$ cat src/rtl/alu_control_md.sv
`default_nettype none
// +----------------------------------------------------------------------------+
// | alu_control_md : EX-stage ALU control decode plus iterative MULTU/DIVU unit |
// | Rev 1.0                                                                     |
// +----------------------------------------------------------------------------+
module alu_control_md #(
    parameter int WIDTH      = 32,
    parameter int DIV_ENABLE = 1
) (
    input  logic             clk,
    input  logic             reset,
    input  logic             valid,
    input  logic [2:0]       ALUOp,
    input  logic [5:0]       ALUFunction,
    input  logic [WIDTH-1:0] operand_a,
    input  logic [WIDTH-1:0] operand_b,
    output logic [3:0]       ALUOperation,
    output logic             stall,
    output logic [WIDTH-1:0] hi,
    output logic [WIDTH-1:0] lo,
    output logic             md_done
);

    localparam int   CW          = $clog2(WIDTH + 1);
    localparam logic DIV_EN      = (DIV_ENABLE != 0);
    localparam logic [5:0] F_MULTU = 6'b011001;
    localparam logic [5:0] F_DIVU  = 6'b011011;

    typedef enum logic [1:0] {
        IDLE = 2'd0,
        MUL  = 2'd1,
        DIV  = 2'd2,
        DONE = 2'd3
    } state_t;

    state_t             state, state_next;
    logic [CW-1:0]      count;
    logic [2*WIDTH-1:0] acc;      // MUL: {partial product, multiplier}; DIV: {remainder, dividend/quotient}
    logic [WIDTH-1:0]   opnd;     // multiplicand or divisor

    logic               is_multu, is_divu, start_mul, start_div, last_iter;
    logic [WIDTH:0]     mul_sum;
    logic [2*WIDTH-1:0] mul_next;
    logic [WIDTH:0]     div_shift, div_diff;
    logic [2*WIDTH-1:0] div_next;

    assign is_multu  = (ALUOp == 3'b111) && (ALUFunction == F_MULTU);
    assign is_divu   = (ALUOp == 3'b111) && (ALUFunction == F_DIVU) && DIV_EN;
    assign start_mul = (state == IDLE) && valid && is_multu;
    assign start_div = (state == IDLE) && valid && is_divu;
    assign last_iter = (count == CW'(1));

    always_comb begin
        ALUOperation = 4'b1001;
        case (ALUOp)
            3'b111: begin
                case (ALUFunction)
                    6'b100100: ALUOperation = 4'b0000;
                    6'b100101: ALUOperation = 4'b0001;
                    6'b100111: ALUOperation = 4'b0010;
                    6'b100000: ALUOperation = 4'b0011;
                    6'b100010: ALUOperation = 4'b0100;
                    6'b101010: ALUOperation = 4'b0101;
                    6'b000000: ALUOperation = 4'b0110;
                    6'b000010: ALUOperation = 4'b0111;
                    6'b001000: ALUOperation = 4'b1000;
                    6'b010000: ALUOperation = 4'b1010;
                    6'b010010: ALUOperation = 4'b1011;
                    F_MULTU:   ALUOperation = 4'b1101;
                    F_DIVU:    ALUOperation = DIV_EN ? 4'b1101 : 4'b1001;
                    default:   ALUOperation = 4'b1001;
                endcase
            end
            3'b100:  ALUOperation = 4'b0011;
            3'b101:  ALUOperation = 4'b0001;
            3'b110:  ALUOperation = 4'b0000;
            3'b011:  ALUOperation = 4'b1100;
            default: ALUOperation = 4'b1001;
        endcase
    end

    // One shift-add step and one restoring-division step, evaluated every cycle.
    always_comb begin
        mul_sum   = {1'b0, acc[2*WIDTH-1:WIDTH]} + ({(WIDTH+1){acc[0]}} & {1'b0, opnd});
        mul_next  = {mul_sum, acc[WIDTH-1:1]};
        div_shift = {acc[2*WIDTH-1:WIDTH], acc[WIDTH-1]};
        div_diff  = div_shift - {1'b0, opnd};
        if (!div_diff[WIDTH])
            div_next = {div_diff[WIDTH-1:0], acc[WIDTH-2:0], 1'b1};
        else
            div_next = {div_shift[WIDTH-1:0], acc[WIDTH-2:0], 1'b0};
    end

    always_comb begin
        state_next = state;
        stall      = 1'b0;
        md_done    = 1'b0;
        case (state)
            IDLE: begin
                if (start_mul) begin
                    stall      = 1'b1;
                    state_next = MUL;
                end else if (start_div) begin
                    stall      = 1'b1;
                    state_next = DIV;
                end
            end
            MUL: begin
                stall = 1'b1;
                if (last_iter) state_next = DONE;
            end
            DIV: begin
                stall = 1'b1;
                if (last_iter) state_next = DONE;
            end
            DONE: begin
                md_done    = 1'b1;
                state_next = IDLE;
            end
            default: state_next = IDLE;
        endcase
    end

    always_ff @(posedge clk) begin
        if (reset) begin
            state <= IDLE;
            count <= '0;
            acc   <= '0;
            opnd  <= '0;
            hi    <= '0;
            lo    <= '0;
        end else begin
            state <= state_next;
            case (state)
                IDLE: begin
                    if (start_mul) begin
                        acc   <= {{WIDTH{1'b0}}, operand_b};
                        opnd  <= operand_a;
                        count <= CW'(WIDTH);
                    end else if (start_div) begin
                        acc   <= {{WIDTH{1'b0}}, operand_a};
                        opnd  <= operand_b;
                        count <= CW'(WIDTH);
                    end
                end
                MUL: begin
                    acc   <= mul_next;
                    count <= count - CW'(1);
                    if (last_iter) {hi, lo} <= mul_next;
                end
                DIV: begin
                    acc   <= div_next;
                    count <= count - CW'(1);
                    if (last_iter) begin
                        hi <= div_next[2*WIDTH-1:WIDTH];
                        lo <= div_next[WIDTH-1:0];
                    end
                end
                default: ;
            endcase
        end
    end

endmodule
`default_nettype wire

$ cat config.mk
export PLATFORM = sky130hd
export DESIGN_NAME = alu_control_md
export DESIGN_NICKNAME = d
export VERILOG_FILES = /design/src/rtl/alu_control_md.sv
export SDC_FILE = /design/constraint.sdc
export NUM_CORES = 1
export LEC_CHECK = 0
export ABC_AREA = 1
export CORE_MARGIN = 3
export CORE_UTILIZATION = 53
export DETAILED_ROUTE_END_ITERATION = 16
export PLACE_DENSITY = 0.87
export REMOVE_ABC_BUFFERS = 1
export SYNTH_ARGS = -nofsm -noshare
export SYNTH_HDL_FRONTEND = slang
export SYNTH_SLANG_ARGS = --single-unit
export TNS_END_PERCENT = 20
$ cat constraint.sdc
create_clock -name clk -period 2.6 [get_ports clk]
set_clock_uncertainty 0.1 [all_clocks]
set_input_delay 0.39 -clock clk [delete_from_list [all_inputs] [get_ports clk]]
set_output_delay 0.39 -clock clk [all_outputs]
set_load 0.01 [all_outputs]
==> flow_summary_export.csv <==
group,metric,value,unit
worst_hold_path,holdPathEnd,"acc[30]",
detailed_routing,dr.pass1.iters,8,
layout,nets,2736,
layout,fillCellCount,2029,
sta,min_period,2.786,ns
global_routing,antenna_found_initial,0,
yosys,syn_inst,2334,
yosys,synth_top_area_share,24.00,%
cts,ctsHoldBuffers,0,
sta,relSlewSlack,58.60,%
place,io_buffers,145,
detailed_routing,drt-wirelength-per-cell,18.76,um
sta,setup_ws,-0.1860,ns
detailed_routing,drt_drc_violations_left,0,
run_status,run_status,"finished, violations left",
sta,grt_setup_unrepaired,"yes",
worst_hold_path,hp-class,"in2reg",
run_status,violations,"negative setup slack",
setup_path,reg2reg_slack,-0.19,ns
sta,fin_setup_tns,-1.041,ns
cts,clock-root-buffer,"clkbuf_16",
die,io_pins,146,
yosys,synth_edf_count,0,
yosys,ys_ff_latch,168,
power_and_ir_drop,ir_drop,469.8,uV
sta,finalHoldViolations,0,
sta,setup_viol,15,
sta,worstMarginPinSlew,0.6146,ns
sta,period_share,107.2,%
die,die_height,168.6,um
detailed_routing,vias,17340,
layout,num_antenna_cells,0,
setup_path,r2r-start,"acc[0]",
die,dieArea,0.02842,sq mm
cts,clock_latency,0.46,ns
detailed_routing,avgViaCountPerCell,5.931,
setup_path,crit_required,2.81,ns
yosys,synth-seq-area-share,24.00,%
yosys,syn_area,0.01401,sq mm
detailed_routing,drt_wl_total,54.85,mm
place,place_hpwl,38.61,mm
die,start_util,54.85,%
cts,cts_tree,"built",
layout,areaGrowthSynthToFinish,32.32,%
layout,post_route_cells_drive_above_1_share,20.05,%
yosys,synth.avg_cell_area,6.004,sq um
layout,layout_common_cells,"nand2_1, inv_1, buf_4, nand3_1, dfxtp_1",
layout,final_common_cell,"nand2_1",
yosys,synthFlopType,"dfxtp_1",
global_routing,grt_pass1_wl,80.64,mm
cts,numCtsBuffers,17,
die,die_w,168.6,um
setup_path,cp-end-kind,"flop",
die,core,0.02554,sq mm
yosys,yosysWarnings,0,
cts,clockBufferDepth,2,
setup_path,rr_worst_depth,16,
yosys,yosys.area.top_type,"dfxtp_1",
setup_path,arrival,3.00,ns
setup_path,startpoint_type,"flop",
yosys,synth_area_leaders,"dfxtp_1, nand2_1, inv_1",
detailed_routing,ant_nets,0,
global_routing,grt_start_max_net_pins,73,
yosys,synthDistinctLibCells,48,
global_routing,grt_usage,34.91,%
flow_run,maxCapViolCount,0,
cts,cts_max_level,4,
power_and_ir_drop,p_leak,8.621,nW
yosys,synthArstFlopShare,0,%
place,pre_cts_slack,-0.3033,ns
global_routing,grt_pass1_vias,15680,
sta,final_max_slew_viol_count,0,
power_and_ir_drop,power_density,507.3,mW/mm^2
worst_hold_path,hp-start,"reset",
setup_path,reg2reg_to,"acc[53]",
cts,cts.sinks,168,
setup_path,crit_path_max_fanout,13,
die,core.rowCount,58,
global_routing,gr-total-overflow,0,
setup_path,path_class,"reg2reg",
cts,clkTransAtPathRegs,0.10,ns
place,gp_congestion,1.047,
detailed_routing,drt_iter0_drc,2345,
sta,timing.fmax,0.3589,GHz
worst_hold_path,hold_depth,4,
## critical path: stages (launching register included)
cell and delay, ns:
dfxtp_2 0.34, buf_8 0.15, buf_12 0.15, nand2_1 0.09, inv_1 0.07, ha_4 0.32, nand2_2 0.10, o21ai_1 0.46
a21oi_2 0.08, nand2_2 0.18, nand3_1 0.14, nand2_1 0.10, nand2_1 0.07, nand3_1 0.07, nand2_1 0.07, nand2_1 0.09
a21oi_2 0.05
## metal layers
| metal | part of all wire (%) | GRT usage, % |
|---|---|---|
| met3 | 12 | 6.259 |
| met2 | 44 | 55.87 |
| met5 | 0 | 0 |
| met1 | 40 | 47.42 |
| met4 | 4.6 | 12.42 |
## synthesized netlist by cell type, types with 3 or more instances
library cell,number
a211oi_1,18
a21o_1,7
a21oi_1,125
a21oi_2,22
a311oi_1,24
a31oi_1,57
and2_1,4
and3_1,3
buf_1,5
buf_2,21
buf_4,13
buf_6,3
clkbuf_1,59
dfxtp_1,168
ha_1,77
inv_1,304
inv_2,12
nand2_1,816
nand2_2,4
nand2_4,8
nand3_1,159
nand3_2,44
nand3b_1,8
nand4_1,14
nor2_1,149
nor2_2,6
nor2_4,4
nor3_1,6
nor4_1,4
o211ai_1,3
o21a_1,6
o21ai_0,139
or2_2,4
xnor2_1,8
xor2_1,12
## timing repair
action / 4_1_cts / 5_1_grt
cloned: 0 / 2
gates resized for setup: 38 / 218
pin swaps: 2 / 34
buffers inserted: 0 / 10
endpoints found under the setup margin: 36 / 66
## metrics by stage
stage          cell area [sq um]  total power, mW  cells  hold slack [ns]  util (%)
2_1_floorplan              13540            5.030   2233           0.3423         -
4_1_cts                    17520            9.139   2912           0.2207     68.60
6_report                   18540            9.405   2924           0.2447     72.58
5_1_grt                    18540            9.839   2924           0.2589     72.58
3_5_place_dp               16840            6.472   2880           0.3703     65.92
3_3_place_gp               16840            6.380   2880           0.3634     65.92
## how the worst max path moves through the flow
| stage | from | end | slack (ns) | cells past startpoint |
|---|---|---|---|---|
| 3_5_place_dp | ALUFunction[1] | acc[31] | -0.30 | 13 |
| 4_1_cts | acc[0] | acc[59] | -0.01 | 15 |
| 6_report | acc[0] | acc[53] | -0.19 | 16 |
| 2_1_floorplan | state[0] | hi[0] | -5.69 | 7 |
| 5_1_grt | acc[0] | acc[53] | -0.26 | 15 |
| 3_3_place_gp | ALUFunction[1] | acc[31] | -0.26 | 13 |
## logic make-up after synthesis
kind of cell,after synthesis,synth area share (%)
AO/OA/AOI/OAI,410,17.21
XOR/XNOR,20,1.250
adder cells (fa/ha/maj),79,7.161
buffers and inverters,419,11.92
flip-flops,168,24.00
AND/OR/NAND/NOR,1238,38.46
## cell type report
| cell class | instances | area (sq um) | share of cell area [%] |
|---|---|---|---|
| inverters | 318 | 1194 | 6.438 |
| clock inverters | 15 | 180.2 | 0.9718 |
| repair buffers | 329 | 3017 | 16.27 |
| clock buffers | 17 | 425.4 | 2.295 |
| well taps | 330 | 412.9 | 2.227 |
| multi-input cells | 1747 | 9920 | 53.50 |
| flip-flops and latches | 168 | 3392 | 18.30 |
## power breakdown
group | switching (mW) | leakage [nW] | internal [mW] | total (mW)
logic | 2.31 | 6.96 | 1.33 | 3.64
clock network | 1.41 | 0.289 | 1.30 | 2.71
registers | 0.221 | 1.37 | 2.83 | 3.05
## sequential cells by signal (all words and copies together) (netlist names)
name   flops
opnd      32
hi        32
count      6
lo        32
state      2
acc       64
No activity file was read; power rests on OpenSTA's default activity.
